### src/rtl/input_debouncer.sv
// Input conditioner for a bouncing switch: synchroniser chain, glitch-rejecting
// qualification FSM, registered level output and one-cycle edge pulses.
module input_debouncer #(
  parameter int unsigned SYNC_STAGES   = 2,
  parameter int unsigned STABLE_CYCLES = 4
) (
  input  logic clk,
  input  logic reset,
  input  logic din,
  output logic q,
  output logic rise,
  output logic fall,
  output logic settling
);

  localparam int unsigned CntWidth = $clog2(STABLE_CYCLES + 1);
  localparam logic [CntWidth-1:0] CntLast = CntWidth'(STABLE_CYCLES - 1);
  localparam logic [CntWidth-1:0] CntOne  = CntWidth'(1);

  localparam logic [1:0] StLow      = 2'd0;
  localparam logic [1:0] StWaitHigh = 2'd1;
  localparam logic [1:0] StHigh     = 2'd2;
  localparam logic [1:0] StWaitLow  = 2'd3;

  logic [SYNC_STAGES-1:0] sync_q;
  logic                   s;
  logic [1:0]             state_q, state_d;
  logic [CntWidth-1:0]    cnt_q, cnt_d;
  logic                   q_q, q_d;
  logic                   rise_q, rise_d;
  logic                   fall_q, fall_d;
  logic                   settling_q, settling_d;

  assign s = sync_q[SYNC_STAGES-1];

  always_ff @(posedge clk) begin
    if (reset) begin
      sync_q <= '0;
    end else begin
      sync_q <= {sync_q[SYNC_STAGES-2:0], din};
    end
  end

  always_comb begin
    state_d    = state_q;
    cnt_d      = cnt_q;
    q_d        = q_q;
    rise_d     = 1'b0;
    fall_d     = 1'b0;
    settling_d = 1'b0;
    case (state_q)
      StLow: begin
        q_d = 1'b0;
        if (s) begin
          state_d    = StWaitHigh;
          cnt_d      = CntOne;
          settling_d = 1'b1;
        end
      end
      StWaitHigh: begin
        q_d        = 1'b0;
        settling_d = 1'b1;
        if (!s) begin
          state_d    = StLow;
          cnt_d      = '0;
          settling_d = 1'b0;
        end else if (cnt_q == CntLast) begin
          state_d    = StHigh;
          cnt_d      = '0;
          q_d        = 1'b1;
          rise_d     = 1'b1;
          settling_d = 1'b0;
        end else begin
          cnt_d = cnt_q + CntOne;
        end
      end
      StHigh: begin
        q_d = 1'b1;
        if (!s) begin
          state_d    = StWaitLow;
          cnt_d      = CntOne;
          settling_d = 1'b1;
        end
      end
      default: begin // StWaitLow
        q_d        = 1'b1;
        settling_d = 1'b1;
        if (s) begin
          state_d    = StHigh;
          cnt_d      = '0;
          settling_d = 1'b0;
        end else if (cnt_q == CntLast) begin
          state_d    = StLow;
          cnt_d      = '0;
          q_d        = 1'b0;
          fall_d     = 1'b1;
          settling_d = 1'b0;
        end else begin
          cnt_d = cnt_q + CntOne;
        end
      end
    endcase
  end

  always_ff @(posedge clk) begin
    if (reset) begin
      state_q    <= StLow;
      cnt_q      <= '0;
      q_q        <= 1'b0;
      rise_q     <= 1'b0;
      fall_q     <= 1'b0;
      settling_q <= 1'b0;
    end else begin
      state_q    <= state_d;
      cnt_q      <= cnt_d;
      q_q        <= q_d;
      rise_q     <= rise_d;
      fall_q     <= fall_d;
      settling_q <= settling_d;
    end
  end

  assign q        = q_q;
  assign rise     = rise_q;
  assign fall     = fall_q;
  assign settling = settling_q;

endmodule

### config.mk
export PLATFORM = sky130hd
export DESIGN_NAME = input_debouncer
export DESIGN_NICKNAME = d
export VERILOG_FILES = /design/src/rtl/input_debouncer.sv
export SDC_FILE = /design/constraint.sdc
export NUM_CORES = 1
export LEC_CHECK = 0
export ABC_AREA = 1
export BUFFER_PORTS_ARGS = -buffer_cell sky130_fd_sc_hd__buf_2
export CORE_AREA = 2 2 39 41
export DETAILED_ROUTE_END_ITERATION = 16
export DIE_AREA = 0 0 41 43
export GPL_ROUTABILITY_DRIVEN = 0
export PLACE_DENSITY = 0.6
export SYNTH_ARGS = -nofsm -noshare
export SYNTH_HDL_FRONTEND = slang
export SYNTH_SLANG_ARGS = --single-unit
### constraint.sdc
create_clock -name clk -period 2 [get_ports clk]
set_clock_uncertainty 0.2 [all_clocks]
set_input_delay 0.4 -clock clk [delete_from_list [all_inputs] [get_ports clk]]
set_output_delay 0.4 -clock clk [all_outputs]
set_load 0.1 [all_outputs]
==> run_results.csv, run 1 <==
group,metric,value,unit
sta,tightestPinTransition,0.4850,ns
worst_setup_path,r2r-end,"cnt_q[0]$_SDFFE_PP0P_",
placed_design,placedCellCount,96,
clock_tree,cts_sinks,11,
detailed_routing,top_layer,"met4",
global_routing,overflow,0,
synth,synth.distinct_cells,16,
clock_tree,clock-root-buffer,"clkbuf_4",
sta,finalHoldViolCount,0,
clock_tree,h-tree-depth,1,
sta,slew_headroom,0.6789,
worst_setup_path,reg2regPathDepth,8,
worst_setup_path,worstPathMaxFanout,6,
worst_setup_path,worstPathArrival,1.55,ns
layout,fin_area,636.9,um2
layout,drive_above_1_share,0.2143,
clock_tree,clk_pin_slew,0.06,ns
layout,syn_to_final_growth,13.62,%
worst_setup_path,cp.required,1.96,ns
floorplan,die_x,41,um
clock_tree,clk_latency,0.27,ns
sta,rsz0062_at_grt,"no",
global_routing,antenna_found_initial,0,
detailed_routing,wirelength_met1,393,um
synth,synth-seq-area-share,0.3929,
placed_design,placed_area,610.6,um2
pwr,ir_drop,360.5,uV
min_path,min_from,"din",
min_path,whs_path_depth,3,
sta,setup_tns,0,ns
clock_tree,cts_resized,0,
detailed_routing,met3_length,64,um
clock_tree,hold_buffers,0,
worst_setup_path,endpoint_kind,"flip-flop",
layout,post-route-util,0.4602,
synth,yosys_warnings,0,
worst_setup_path,path_class,"reg2reg",
detailed_routing,drt-total-wl,968,um
floorplan,io_pins,7,
placed_design,post-dp-hpwl,768.5,um
layout,multiInputGateArea,280.3,um2
detailed_routing,drt-initial-drc-count,1,
synth,ys_ff_latch,11,
sta,period_share,0.7943,
clock_tree,numCtsBuffers,3,
floorplan,die_y,43,um
detailed_routing,drc,0,
sta,fmax,629.5,MHz
floorplan,std_cell_rows,14,
global_routing,grt_pass1_wl,1621,um
detailed_routing,ant_nets,0,
floorplan,initial_core_util,0.4051,
detailed_routing,viasPerCell,4.640,
min_path,hp-class,"in2reg",
layout,antennaDiodeCount,0,
job,drv_cap,0,
clock_tree,clockBufferDepth,2,
detailed_routing,route.met2.wl,497,um
placed_design,portBuffers,6,
layout,nets,93,
sta,setup_viol,0,
floorplan,placeableCoreArea,1384,um2
synth,syn_nets,82,
clock_tree,cts_setup_buffers,0,
layout,post_layout_nonfiller_instances,100,
global_routing,grt_max_degree,8,
sta,timing.final.max_slew_violations,0,
synth,syn_area,560.5,um2
sta,layout_min_cycle_time,1.589,ns
global_routing,grt_pass1_vias,406,
min_path,min_to,"sync_q[0]$_SDFF_PP0_",
synth,syn_area_per_cell,7.575,um2
status,status,"completed",
global_routing,grt_use_total,0.1450,
pwr,p_leak,0.3223,nW
worst_setup_path,reg2reg_slack,0.41,ns
sta,holdWs,0.1496,ns
worst_setup_path,worstSetupStartpointType,"flip-flop",
detailed_routing,wire_per_inst,9.680,um
layout,regArea,220.2,um2
worst_setup_path,worstReg2RegStart,"state_q[0]$_SDFFE_PP0P_",
pwr,power.density,638.1,nW/um2
floorplan,die-area,1763,um2
detailed_routing,firstDrtPassIters,3,
detailed_routing,via_count,464,
clock_tree,tritoncts,"yes",
layout,fillerInstances,140,
synth,synth_cells,74,
## placed cells by master (no fill, tap or decap)
cell type  count
a31oi_1        1
a21oi_2        1
buf_2          6
nand4_2        1
nor2_1         7
nand3_1        2
nand2_1       12
nor3_2         1
ha_1           5
and2_4         1
o21ai_0        5
a21oi_1        5
nor4_1         1
o21ai_2        1
clkbuf_4       3
inv_1         16
clkbuf_1       1
nand2_2        4
dfxtp_1       11
## report_power, final
part           leakage [nW]  switching [W]  internal (W)
registers            0.0894     0.00000407      0.000225
logic                 0.218      0.0000219     0.0000100
clock network        0.0150      0.0000684     0.0000772
## critical path, stage by stage (launching register included)
cell	delay, ns
dfxtp_1	0.40
inv_1	0.10
ha_1	0.20
inv_1	0.09
nand2_1	0.08
nand2_2	0.12
inv_1	0.06
a21oi_1	0.16
a21oi_2	0.07
## cells in the mapped netlist
master,count,area [um2]
a31oi_1,1,6.260
o21ai_0,5,25.02
dfxtp_1,11,220.2
a21oi_2,1,8.760
nand2_1,12,45.04
inv_1,16,60.06
and2_4,1,8.760
nand4_2,1,12.51
nor4_1,1,6.260
a21oi_1,5,25.02
nor3_2,1,10.01
nor2_1,7,26.28
ha_1,5,62.56
o21ai_2,1,8.760
nand3_1,2,10.01
nand2_2,4,25.02
## registers in the layout (all words and copies together), names as in the netlist, named ones only
| signal | cells |
|---|---|
| state_q | 1 |
| fall | 1 |
| rise | 1 |
| q | 1 |
| cnt_q | 3 |
| settling | 1 |
| sync_q | 2 |
## stage by stage
step	total power (W)	setup slack, ns
after floorplan	0.0002571	0.4910
after global placement	0.0002655	0.4384
after detailed placement	0.0002658	0.4102
after CTS	0.0004132	0.4016
after global routing	0.0004270	0.2538
final	0.0004064	0.4115
## layer usage
metal / global-route usage / vias to the layer above
li1: - / 249
met1: 0.1364 / 203
met2: 0.2344 / 10
met3: 0.09424 / 2
met4: 0.06000 / 0
met5: 0 / -
## how the worst max path moves through the flow
stage / to / slack, ns / cells past startpoint / startpoint
floorplan: fall / 0.49 / 0 / fall$_SDFF_PP0_
global placement: cnt_q[0]$_SDFFE_PP0P_ / 0.44 / 8 / state_q[0]$_SDFFE_PP0P_
detailed placement: cnt_q[0]$_SDFFE_PP0P_ / 0.41 / 8 / state_q[0]$_SDFFE_PP0P_
CTS: q / 0.40 / 1 / q$_SDFF_PP0_
global route: flip-flop / 0.25 / 9 / state_q[0]$_SDFFE_PP0P_
finish: cnt_q[0]$_SDFFE_PP0P_ / 0.41 / 8 / state_q[0]$_SDFFE_PP0P_
## cell families (layout without fill, tap and decap cells)
group / count (synthesis) / in the layout / share of synthesized area
and+or+nand+nor: 29 / 29 / 0.2567
adders and majority gates: 5 / 5 / 0.1116
AOI/OAI and AO/OA: 13 / 13 / 0.1317
buffers and inverters: 16 / 26 / 0.1071
DFF: 11 / 11 / 0.3929
## area by class of cell
| type | instances | share of cell area |
|---|---|---|
| Tap cell | 16 | 0.03143 |
| Inverter | 16 | 0.09430 |
| Clock buffer | 4 | 0.04126 |
| Timing Repair Buffer | 6 | 0.04715 |
| Multi-Input combinational cell | 47 | 0.4401 |
| Sequential cell | 11 | 0.3458 |
Power figures use the tool's default switching activity.
==> run 2, diff against run 1 <==
==> constraint.sdc (replaced) <==
create_clock -name clk -period 1.48 [get_ports clk]
set_clock_uncertainty 0.2 [all_clocks]
set_input_delay 0.296 -clock clk [delete_from_list [all_inputs] [get_ports clk]]
set_output_delay 0.296 -clock clk [all_outputs]
set_load 0.1 [all_outputs]
==> run 2 against run 1 <==
First-iteration DRC count increased to 9.0 times the previous value. Critical path depth unchanged. Wire length increased by 25%. Combinational power up 78%. Via count is 8.8% higher. Power rose by 41%. Clock power increased by 41%. Maximum frequency is 9.9% higher. Design area grew 24%. Critical path type unchanged. Critical endpoint unchanged. Largest power group unchanged. Highest routed layer unchanged.
==> run_results.csv, run 2 (synthesized netlist as in run 1, its figures left out) <==
group,metric,value,unit
clock_tree,cts_sinks,11,
detailed_routing,drt-total-wl,1214,um
layout,largest_reg_flops,3,
layout,antennaDiodeCount,0,
detailed_routing,viasPerCell,4.856,
layout,reg_top3,"cnt_q (3), sync_q (2)",
detailed_routing,drt-initial-drc-count,9,
floorplan,die_y,43,um
sta,tightestPinTransition,0.2547,ns
global_routing,grt_pass1_vias,464,
sta,fmax,691.7,MHz
clock_tree,clk_latency,0.27,ns
clock_tree,clock-root-buffer,"clkbuf_4",
placed_design,placedCellCount,99,
global_routing,met1_usage,0.2052,
min_path,hp-class,"in2reg",
worst_setup_path,worstPathArrival,1.40,ns
pwr,ir_drop,484.6,uV
layout,nets,97,
worst_setup_path,endpoint,"cnt_q[0]$_SDFFE_PP0P_",
status,status,"completed",
sta,slew_headroom,0.8286,
worst_setup_path,r2r-end,"cnt_q[0]$_SDFFE_PP0P_",
layout,multiInputGateArea,336.6,um2
worst_setup_path,path_class,"reg2reg",
global_routing,busiest_layer,"met2",
layout,regArea,227.7,um2
worst_setup_path,reg2reg_slack,0.03,ns
pwr,p_leak,0.3492,nW
worst_setup_path,crit_chain,"inv_2, ha_1, inv_2, nand2_2, nand2_4, inv_1, a21oi_2, a21oi_2",
layout,final_cell_mix,"11 x inv_1, 9 x nand2_1, 7 x nor2_1, 7 x dfxtp_1",
sta,setup_viol,0,
floorplan,die_x,41,um
global_routing,grt_use_met3,0.06806,
job,drv_cap,0,
worst_setup_path,cp.required,1.43,ns
placed_design,portBuffers,6,
clock_tree,clk_pin_slew,0.07,ns
worst_setup_path,worstSetupStartpointType,"flip-flop",
worst_setup_path,cp_num_cells,8,
clock_tree,h-tree-depth,1,
sta,finalHoldViolCount,0,
floorplan,initial_core_util,0.4051,
global_routing,antenna_found_initial,0,
global_routing,grt_use_total,0.1663,
worst_setup_path,cp_slowest_cell,"dfxtp_4",
floorplan,std_cell_rows,14,
clock_tree,hold_buffers,0,
global_routing,grt_pass1_wl,1959,um
worst_setup_path,crit_buf_inv,3,
worst_setup_path,reg2regPathDepth,8,
detailed_routing,firstDrtPassIters,4,
layout,post_layout_nonfiller_instances,104,
layout,regMostFlops,"cnt_q",
sta,timing.final.max_slew_violations,0,
worst_setup_path,worstPathMaxFanout,6,
floorplan,io_pins,7,
sta,period_share,0.9768,
clock_tree,clockBufferDepth,2,
global_routing,gr-usage-met2,0.2438,
detailed_routing,via_count,505,
worst_setup_path,max_stage_delay,0.37,ns
worst_setup_path,cp_top_family,"flip-flops",
layout,drive_above_1_share,0.4432,
detailed_routing,drc,0,
worst_setup_path,startpoint,"state_q[0]$_SDFFE_PP0P_",
placed_design,post-dp-hpwl,806.6,um
pwr,p_total,0.0005725,W
floorplan,placeableCoreArea,1384,um2
global_routing,overflow,0,
worst_setup_path,worstReg2RegStart,"state_q[0]$_SDFFE_PP0P_",
pwr,power.density,724.0,nW/um2
clock_tree,tritoncts,"yes",
floorplan,die-area,1763,um2
global_routing,grt_max_degree,8,
layout,final_common_cell,"inv_1",
layout,fillerInstances,134,
layout,syn_to_final_growth,41.07,%
detailed_routing,wire_per_inst,11.67,um
detailed_routing,ant_nets,0,
sta,layout_min_cycle_time,1.446,ns
sta,rsz0062_at_grt,"yes",
clock_tree,numCtsBuffers,3,
worst_setup_path,endpoint_kind,"flip-flop",
-- run 2: changes by cell type in the layout (fill, tap and decap cells not counted), sizes merged --
cell,previous run,this run
buf,6,10
-- run 2: cell type report --
type,count,share of cell area
clock buffer,4,0.03323
tap,16,0.02532
timing repair buffer,10,0.1519
inverter,16,0.07595
sequential,11,0.2880
multi-input combinational,47,0.4256
-- run 2: metrics by stage --
step	setup WS, ns	setup TNS, ns	area [um2]	utilization	hold slack, ns
2_1_floorplan	0.02270	0	560.5	-	0.1669
3_3_place_gp	-0.05469	-0.1676	693.2	0.5009	0.1920
3_5_place_dp	-0.09742	-0.2423	693.2	0.5009	0.1981
4_1_cts	0.003031	0	734.5	0.5307	0.02018
5_1_grt	-0.02385	-0.04978	790.8	0.5714	0.01937
6_report	0.03434	0	790.8	0.5714	0.03053
-- run 2: how the worst min path moves through the flow --
stage | startpoint | to | cells past startpoint
6_report | din | sync_q[0]$_SDFF_PP0_ | 3
5_1_grt | din | sync_q[0]$_SDFF_PP0_ | 3
4_1_cts | din | sync_q[0]$_SDFF_PP0_ | 3
3_5_place_dp | sync_q[0]$_SDFF_PP0_ | sync_q[1]$_SDFF_PP0_ | 2
3_3_place_gp | sync_q[0]$_SDFF_PP0_ | sync_q[1]$_SDFF_PP0_ | 2
2_1_floorplan | reset | cnt_q[2]$_SDFFE_PP0P_ | 1
-- run 2: worst reg2reg max path, stage by stage, from the launching register on --
cell     delay, ns
dfxtp_4       0.37
inv_2         0.06
ha_1          0.20
inv_2         0.07
nand2_2       0.06
nand2_4       0.11
inv_1         0.08
a21oi_2       0.12
a21oi_2       0.06
-- run 2: timing repair --
item / in CTS / in global routing
pin swaps: 2 / 4
endpoints found under the setup margin: 5 / 6
setup buffers: 0 / 1
endpoints found under the hold margin: 0 / 0
resized for setup: 6 / 17
-- run 2: metal layers --
metal  vias up  part of all wire
met5         -                 0
met4         0            0.0099
met3         2             0.053
met2        20              0.50
met1       222              0.43
li1        261                 -
-- run 2: power by group --
group | internal, W | switching (W)
Combinational | 0.0000205 | 0.0000365
Clock | 0.000104 | 0.000102
Sequential | 0.000303 | 0.00000663
Total | 0.000427 | 0.000145
